File: src/rtl/tone_pkg.sv
// Shared definitions for the tone player: pitch table, song table,
// autoplay state encoding and divisor limits.
package tone_pkg;

    // Smallest half-period the divider will ever run with.
    localparam int MIN_DIV = 2;

    // Number of entries actually stored in the song table.
    localparam int SONG_TAB_LEN = 16;

    typedef enum logic [1:0] {
        ST_IDLE = 2'd0,
        ST_PLAY = 2'd1,
        ST_DONE = 2'd2
    } fsm_state_t;

    // One song step: note index (0 = rest) and length in beats (1..4).
    typedef struct packed {
        logic [3:0] note;
        logic [2:0] len;
    } song_step_t;

    // Half-period in clk cycles for note 1..8; anything else returns 0
    // and is lifted to MIN_DIV by the divider clamp.
    function automatic logic [15:0] half_period(input logic [31:0] note);
        logic [15:0] hp;
        case (note)
            32'd1:   hp = 16'd190;
            32'd2:   hp = 16'd170;
            32'd3:   hp = 16'd152;
            32'd4:   hp = 16'd143;
            32'd5:   hp = 16'd128;
            32'd6:   hp = 16'd114;
            32'd7:   hp = 16'd101;
            32'd8:   hp = 16'd96;
            default: hp = 16'd0;
        endcase
        return hp;
    endfunction

    // Melody: an ascending scale at one beat per note, then descending at
    // two beats per note. Steps past the table are one-beat rests.
    function automatic song_step_t song_table(input logic [31:0] step);
        song_step_t e;
        case (step)
            32'd0:   e = {4'd1, 3'd1};
            32'd1:   e = {4'd2, 3'd1};
            32'd2:   e = {4'd3, 3'd1};
            32'd3:   e = {4'd4, 3'd1};
            32'd4:   e = {4'd5, 3'd1};
            32'd5:   e = {4'd6, 3'd1};
            32'd6:   e = {4'd7, 3'd1};
            32'd7:   e = {4'd8, 3'd1};
            32'd8:   e = {4'd8, 3'd2};
            32'd9:   e = {4'd7, 3'd2};
            32'd10:  e = {4'd6, 3'd2};
            32'd11:  e = {4'd5, 3'd2};
            32'd12:  e = {4'd4, 3'd2};
            32'd13:  e = {4'd3, 3'd2};
            32'd14:  e = {4'd2, 3'd2};
            32'd15:  e = {4'd1, 3'd2};
            default: e = {4'd0, 3'd1};
        endcase
        return e;
    endfunction

endpackage

File: src/rtl/tone_player_if.sv
// Control/status bundle between the key/sequencer side and the tone player.
interface tone_player_if #(
    parameter int NUM_KEYS = 8,
    parameter int IDX_W    = $clog2(NUM_KEYS + 1)
) ();

    logic [NUM_KEYS-1:0] keys;
    logic                mode;
    logic [1:0]          octave;
    logic                play_start;
    logic                speaker;
    logic [IDX_W-1:0]    note_idx;
    logic                busy;
    logic                song_done;

    // Driver side: switches, mode select and start pulse.
    modport master (
        output keys, mode, octave, play_start,
        input  speaker, note_idx, busy, song_done
    );

    // Tone player side.
    modport slave (
        input  keys, mode, octave, play_start,
        output speaker, note_idx, busy, song_done
    );

endinterface

File: src/rtl/tone_player_song_rom.sv
// Combinational song ROM: step number -> {note, length in beats}.
module song_rom import tone_pkg::*; #(
    parameter int STEP_W = 4
) (
    input  logic [STEP_W-1:0] i_step,
    output song_step_t        o_entry
);

    // Plain table lookup, no state.
    always_comb begin
        o_entry = song_table(32'(i_step));
    end

endmodule

File: src/rtl/tone_player.sv
// Tone player: priority key encoder, glitch-free square-wave divider with
// octave shift, and an autoplay sequencer stepping through the song ROM.
module tone_player import tone_pkg::*; #(
    parameter int NUM_KEYS = 8,
    parameter int DIV_W    = 16,
    parameter int BEAT_DIV = 10000,
    parameter int SONG_LEN = 16,
    parameter int IDX_W    = $clog2(NUM_KEYS + 1)
) (
    input  logic          clk,
    input  logic          reset,
    tone_player_if.slave  bus
);

    localparam int STEP_W = (SONG_LEN > 1) ? $clog2(SONG_LEN) : 1;
    localparam int BEAT_W = $clog2(BEAT_DIV + 1);

    fsm_state_t        r_state, w_state_nx;
    logic [STEP_W-1:0] r_step, w_step_nx;
    logic [BEAT_W-1:0] r_tick_cnt, w_tick_cnt_nx;
    logic [2:0]        r_beats, w_beats_nx;
    song_step_t        w_rom_cur, w_rom_nx;

    logic [IDX_W-1:0]  w_key_idx, w_note_nx, r_note_idx;
    logic [DIV_W-1:0]  w_div_raw, w_div, r_div_lat, r_cnt;
    logic              r_speaker, r_busy, r_song_done;

    // Length of the step in progress decides when to advance.
    song_rom #(.STEP_W(STEP_W)) u_rom_cur (
        .i_step  (r_step),
        .o_entry (w_rom_cur)
    );

    // Note of the step about to be entered, so note_idx moves with the step.
    song_rom #(.STEP_W(STEP_W)) u_rom_nx (
        .i_step  (w_step_nx),
        .o_entry (w_rom_nx)
    );

    // Priority encoder: lowest asserted key wins, no key means rest.
    always_comb begin
        w_key_idx = '0;
        for (int i = NUM_KEYS - 1; i >= 0; i--) begin
            if (bus.keys[i]) begin
                w_key_idx = IDX_W'(i + 1);
            end else begin
                w_key_idx = w_key_idx;
            end
        end
    end

    // Autoplay next-state logic: beat timing, step advance, abort/restart.
    always_comb begin
        w_state_nx    = r_state;
        w_step_nx     = r_step;
        w_tick_cnt_nx = r_tick_cnt;
        w_beats_nx    = r_beats;
        case (r_state)
            ST_IDLE: begin
                if (bus.mode && bus.play_start) begin
                    w_state_nx    = ST_PLAY;
                    w_step_nx     = '0;
                    w_tick_cnt_nx = '0;
                    w_beats_nx    = 3'd0;
                end else begin
                    w_state_nx = ST_IDLE;
                end
            end
            ST_PLAY: begin
                if (!bus.mode) begin
                    // Leaving autoplay abandons the song silently.
                    w_state_nx    = ST_IDLE;
                    w_step_nx     = '0;
                    w_tick_cnt_nx = '0;
                    w_beats_nx    = 3'd0;
                end else if (bus.play_start) begin
                    w_step_nx     = '0;
                    w_tick_cnt_nx = '0;
                    w_beats_nx    = 3'd0;
                end else if (r_tick_cnt == BEAT_W'(BEAT_DIV - 1)) begin
                    w_tick_cnt_nx = '0;
                    if ((r_beats + 3'd1) >= w_rom_cur.len) begin
                        w_beats_nx = 3'd0;
                        if (r_step == STEP_W'(SONG_LEN - 1)) begin
                            w_state_nx = ST_DONE;
                            w_step_nx  = '0;
                        end else begin
                            w_step_nx = r_step + STEP_W'(1);
                        end
                    end else begin
                        w_beats_nx = r_beats + 3'd1;
                    end
                end else begin
                    w_tick_cnt_nx = r_tick_cnt + BEAT_W'(1);
                end
            end
            ST_DONE: begin
                if (bus.mode && bus.play_start) begin
                    w_state_nx    = ST_PLAY;
                    w_step_nx     = '0;
                    w_tick_cnt_nx = '0;
                    w_beats_nx    = 3'd0;
                end else begin
                    w_state_nx = ST_IDLE;
                end
            end
            default: begin
                w_state_nx    = ST_IDLE;
                w_step_nx     = '0;
                w_tick_cnt_nx = '0;
                w_beats_nx    = 3'd0;
            end
        endcase
    end

    // Sounding note for the next cycle: song note while playing, otherwise
    // live keys in key mode and silence in autoplay mode.
    always_comb begin
        if (w_state_nx == ST_PLAY) begin
            w_note_nx = IDX_W'(w_rom_nx.note);
        end else if ((w_state_nx == ST_DONE) || bus.mode) begin
            w_note_nx = '0;
        end else begin
            w_note_nx = w_key_idx;
        end
    end

    // Divisor for the requested note, octave-shifted and clamped; 0 = rest.
    always_comb begin
        w_div_raw = DIV_W'(half_period(32'(w_note_nx))) >> bus.octave;
        if (w_note_nx == '0) begin
            w_div = '0;
        end else if (w_div_raw < DIV_W'(MIN_DIV)) begin
            w_div = DIV_W'(MIN_DIV);
        end else begin
            w_div = w_div_raw;
        end
    end

    // Autoplay state register.
    always_ff @(posedge clk or posedge reset) begin
        if (reset) begin
            r_state    <= ST_IDLE;
            r_step     <= '0;
            r_tick_cnt <= '0;
            r_beats    <= 3'd0;
        end else begin
            r_state    <= w_state_nx;
            r_step     <= w_step_nx;
            r_tick_cnt <= w_tick_cnt_nx;
            r_beats    <= w_beats_nx;
        end
    end

    // Registered status outputs.
    always_ff @(posedge clk or posedge reset) begin
        if (reset) begin
            r_note_idx  <= '0;
            r_busy      <= 1'b0;
            r_song_done <= 1'b0;
        end else begin
            r_note_idx  <= w_note_nx;
            r_busy      <= (w_state_nx == ST_PLAY);
            r_song_done <= (w_state_nx == ST_DONE);
        end
    end

    // Square-wave divider: a new divisor is only taken at a toggle or from
    // rest, so the half-period in progress always finishes unchanged.
    always_ff @(posedge clk or posedge reset) begin
        if (reset) begin
            r_speaker <= 1'b0;
            r_cnt     <= '0;
            r_div_lat <= '0;
        end else if (w_note_nx == '0) begin
            r_speaker <= 1'b0;
            r_cnt     <= '0;
            r_div_lat <= '0;
        end else if (r_div_lat == '0) begin
            r_cnt     <= '0;
            r_div_lat <= w_div;
        end else if (r_cnt == (r_div_lat - DIV_W'(1))) begin
            r_speaker <= ~r_speaker;
            r_cnt     <= '0;
            r_div_lat <= w_div;
        end else begin
            r_cnt     <= r_cnt + DIV_W'(1);
        end
    end

    assign bus.speaker   = r_speaker;
    assign bus.note_idx  = r_note_idx;
    assign bus.busy      = r_busy;
    assign bus.song_done = r_song_done;

endmodule

File: src/flat_wrapper.sv
// flat-port wrapper written by rule: the top's interface ports become plain ports
module tone_player_flat import tone_pkg::*;
#(
    parameter int NUM_KEYS = 8,
    parameter int DIV_W    = 16,
    parameter int BEAT_DIV = 10000,
    parameter int SONG_LEN = 16,
    parameter int IDX_W    = $clog2(NUM_KEYS + 1)
)
  (clk, reset, bus_keys, bus_mode, bus_octave, bus_play_start, bus_speaker, bus_note_idx, bus_busy, bus_song_done);
  tone_player_if #(.NUM_KEYS(NUM_KEYS), .IDX_W(IDX_W)) bus_i ();
  input  logic clk;
  input  logic reset;
  input wire logic [$bits(bus_i.keys)-1:0] bus_keys;
  input wire logic [$bits(bus_i.mode)-1:0] bus_mode;
  input wire logic [$bits(bus_i.octave)-1:0] bus_octave;
  input wire logic [$bits(bus_i.play_start)-1:0] bus_play_start;
  output wire logic [$bits(bus_i.speaker)-1:0] bus_speaker;
  output wire logic [$bits(bus_i.note_idx)-1:0] bus_note_idx;
  output wire logic [$bits(bus_i.busy)-1:0] bus_busy;
  output wire logic [$bits(bus_i.song_done)-1:0] bus_song_done;
  assign bus_i.keys = bus_keys;
  assign bus_i.mode = bus_mode;
  assign bus_i.octave = bus_octave;
  assign bus_i.play_start = bus_play_start;
  assign bus_speaker = bus_i.speaker;
  assign bus_note_idx = bus_i.note_idx;
  assign bus_busy = bus_i.busy;
  assign bus_song_done = bus_i.song_done;
  tone_player #(.NUM_KEYS(NUM_KEYS), .DIV_W(DIV_W), .BEAT_DIV(BEAT_DIV), .SONG_LEN(SONG_LEN), .IDX_W(IDX_W)) u_core (.clk(clk), .reset(reset), .bus(bus_i));
endmodule
File: config.mk
export PLATFORM = sky130hd
export DESIGN_NAME = tone_player_flat
export DESIGN_NICKNAME = d
export VERILOG_FILES = /design/src/rtl/tone_pkg.sv /design/src/rtl/tone_player_if.sv /design/src/rtl/tone_player_song_rom.sv /design/src/rtl/tone_player.sv /design/src/flat_wrapper.sv
export SDC_FILE = /design/constraint.sdc
export NUM_CORES = 1
export LEC_CHECK = 0
export ABC_AREA = 0
export CAP_MARGIN = 20
export CORE_UTILIZATION = 41
export DETAILED_ROUTE_END_ITERATION = 6
export GPL_TIMING_DRIVEN = 0
export HOLD_SLACK_MARGIN = 0.02
export PLACE_DENSITY_LB_ADDON = 0.15
export SLEW_MARGIN = 15
export SYNTH_ARGS = -nofsm -noshare
export SYNTH_HDL_FRONTEND = slang
export SYNTH_SLANG_ARGS = --single-unit
File: constraint.sdc
create_clock -name clk -period 6.1 [get_ports clk]
set_input_delay 0.61 -clock clk [delete_from_list [all_inputs] [get_ports clk]]
set_output_delay 0.61 -clock clk [all_outputs]
set_load 0.05 [all_outputs]
==> flow_metrics.tcl, run 1 <==
set metrics [dict create \
    cts_resized 0 \
    syn_avg_cell_area_um2 8.764 \
    ys_seq_elements 54 \
    grt_max_degree 36 \
    drt.antenna.violating_nets 0 \
    synthDistinctLibCells 65 \
    ff2ff_setup_slack_ps 730 \
    use_met3 0.02765 \
    clockBufferDepth 2 \
    place_area_um2 3969 \
    period_needed_ps 5372 \
    die_w_um 96.19 \
    grt_use_total 0.1875 \
    crit_start "u_core.r_beats[0]$_DFFE_PP0P_" \
    setup-violations-final 0 \
    syn_inst 415 \
    cts_buffers 5 \
    ys.flop_type "dfrtp_1" \
    total_leakage_power_nw 1.788 \
    syn_to_final_growth_pct 13.04 \
    cts_tree "done" \
    postSynthNetCount 446 \
    dr_total_vias 3071 \
    top_level_ports 21 \
    critPathArrivalTime_ps 5590 \
    hold_violations 0 \
    synth_largest_area_cell "dfrtp_1" \
    cts_sinks 54 \
    route.detailed.drc 0 \
    via_per_inst 5.614 \
    clock_latency_ps 310 \
    dpl.hpwl_mm 6.048 \
    syn-cell-area_um2 3637 \
    drv_cap 0 \
    antenna_found_initial 0 \
    hp-class "flip-flop to flip-flop" \
    synthTopCellsByCount "nor2_1 (55), dfrtp_1 (54), nand2_1 (30)" \
    finalMaxSlewViolations 0 \
    globalRouteMet1Util 0.2648 \
    design.die.area_um2 9252 \
    path_max_fanout 7 \
    crit_end "u_core.r_div_lat[1]$_DFFE_PP0P_" \
    core-area_um2 8382 \
    drt-wirelength-per-cell_um 14.33 \
    end_kind "flip-flop" \
    fin_tns_setup_ps 0 \
    layout.nets 472 \
    clock-root-buffer "clkbuf_8" \
    crit_required_ps 6320 \
    drive_gt1_frac 0.07014 \
    grt_pass1_vias 2870 \
    r2r_end "u_core.r_div_lat[1]$_DFFE_PP0P_" \
    port_buffers 18 \
    fin_util 0.4905 \
    drtPass1Iterations 5 \
    holdBufCountCts 0 \
    rows 33 \
    start_util 0.4339 \
    p_total_w 0.001119 \
    max_freq_mhz 186.2 \
    wl_mm 7.841 \
    rsz0062_at_grt "no" \
    start_kind "flip-flop" \
    synthArstFlopShare 1.000 \
    grt_pass1_wl_mm 13.48 \
    gp_congestion 0.8617 \
    status "complete, no violations" \
    synth-edff-count 0 \
    vdd_drop_max_mv 0.1424 \
    n_antenna_cell 0 \
    grtUsageMet2 0.2931 \
    finalInstanceArea_um2 4111 \
    power.density_nw_per_um2 272.1 \
    ys.warnings.count 0 \
    holdWs_ps 527.9 \
    synth.top_cell.area_share 0.3715 \
    worst_pin_slew_ps 963.5 \
    yosys-top-cells-area "dfrtp_1 (37%), ha_1 (5.8%), nor2_1 (5.7%)" \
    maxSlewHeadroom 0.3538 \
    post-synth-top-count-cell "nor2_1" \
    synth_seq_area_share 0.3715 \
    fp.dieH_um 96.19 \
    grt_overflow 0 \
    critical_path_class "flip-flop to flip-flop" \
    post_cts_buffers 0 \
    grt_busiest_layer "met2" \
    reg2reg_depth 17 \
    drtIter0Drc 121 \
    htree_levels 2 \
    fin_skew_ps 12.70 \
    period_share 0.8807 \
    cts.clk_slew.worst_paths_ps 100 \
    r2r_start "u_core.r_beats[0]$_DFFE_PP0P_" \
]
## final cells by class
type / instances / area, um2
timing repair buffer: 19 / 200.2
clock buffer: 6 / 82.58
tap: 105 / 131.4
inverter: 22 / 82.58
fill: 811 / 4270
multi-input combinational: 325 / 2142
buffer: 14 / 61.31
sequential: 54 / 1351
clock inverter: 2 / 60.06
## cell families after synthesis
family,count (synthesis),share of synthesized area
and+or+nand+nor,185,0.2635
AOI/OAI and AO/OA,80,0.1572
DFF,54,0.3715
xor gates and xnor gates,37,0.08910
buffers and inverters,36,0.03956
adders and majority gates,17,0.05848
muxes,6,0.02064
## critical path, cell delays in order (launching register included)
cell      delay [ps]
dfrtp_1          430
ha_1             330
ha_1             300
a211oi_1         780
nor3_1            90
o211ai_1         310
and2_1           230
inv_1            100
ha_1             230
or3_1            340
a211oi_1         220
nor3_1           120
o32ai_2          430
nor2_2           110
mux4_2           340
and2_4           190
or4b_4           500
a221oi_2         220
## stage by stage
step,setup WS (ps),cells
floorplan,1401,415
global placement,821.4,538
detailed placement,810.5,539
CTS,792.6,547
global route,357.3,547
finish,728.0,547
## flip-flops by register name (all words and copies together) (netlist names)
register,count
u_core.r_cnt,16
u_core.r_tick_cnt,14
u_core.r_div_lat,8
u_core.bus.note_idx,4
u_core.r_step,4
u_core.r_beats,3
u_core.r_state,2
u_core.bus.busy,1
u_core.bus.song_done,1
u_core.bus.speaker,1
## worst min-delay path by stage
stage                                  endpoint                              from  slack [ps]  depth (start not counted)
2_1_floorplan     u_core.r_beats[1]$_DFFE_PP0P_     u_core.r_beats[1]$_DFFE_PP0P_         470                          2
3_3_place_gp      u_core.r_beats[1]$_DFFE_PP0P_     u_core.r_beats[1]$_DFFE_PP0P_         490                          2
3_5_place_dp   u_core.r_tick_cnt[0]$_DFFE_PP0P_  u_core.r_tick_cnt[0]$_DFFE_PP0P_         510                          1
4_1_cts        u_core.r_tick_cnt[0]$_DFFE_PP0P_  u_core.r_tick_cnt[0]$_DFFE_PP0P_         530                          1
5_1_grt        u_core.r_tick_cnt[2]$_DFFE_PP0P_  u_core.r_tick_cnt[2]$_DFFE_PP0P_         560                          1
6_report          u_core.r_beats[1]$_DFFE_PP0P_     u_core.r_beats[1]$_DFFE_PP0P_         530                          2
## where the power goes
part           switching [W]  total (W)  leakage [nW]  internal, W
Combinational       0.000235   0.000399         0.978     0.000164
Sequential         0.0000348   0.000424         0.739     0.000389
Clock               0.000121   0.000296        0.0714     0.000175
Total               0.000390    0.00112          1.79     0.000728
## metal layers
| metal | up-vias | share of wire |
|---|---|---|
| li1 | 1543 | - |
| met4 | 0 | 0.014 |
| met3 | 10 | 0.039 |
| met1 | 1453 | 0.49 |
| met5 | - | 0 |
| met2 | 65 | 0.46 |
## cell usage in the layout, fill, tap and decap left out, types with 3 or more instances in the layout
cell type / count
nor2_1: 55
mux2i_1: 3
inv_1: 20
clkdlybuf4s50_1: 18
nand3_1: 25
a22oi_1: 5
nor3_1: 13
and3_1: 14
clkbuf_8: 6
xnor2_1: 16
a32oi_1: 3
ha_1: 17
nand2b_1: 5
a21o_1: 4
a41oi_1: 3
a211oi_1: 7
a21oi_1: 13
a31oi_1: 4
clkbuf_1: 12
dfrtp_1: 54
o21ai_0: 17
nand2_1: 30
or2_2: 3
nor4_1: 10
or3_1: 3
nand4_1: 6
xor2_1: 21
and2_1: 3
Power figures use the tool's default switching activity.
==> run 2, diff against run 1 <==
- CAP_MARGIN: 20 -> 15
- HOLD_SLACK_MARGIN: 0.02 -> 0.15
==> results of run 2 <==
Final layout, timing and power as in run 1 (identical DEF).
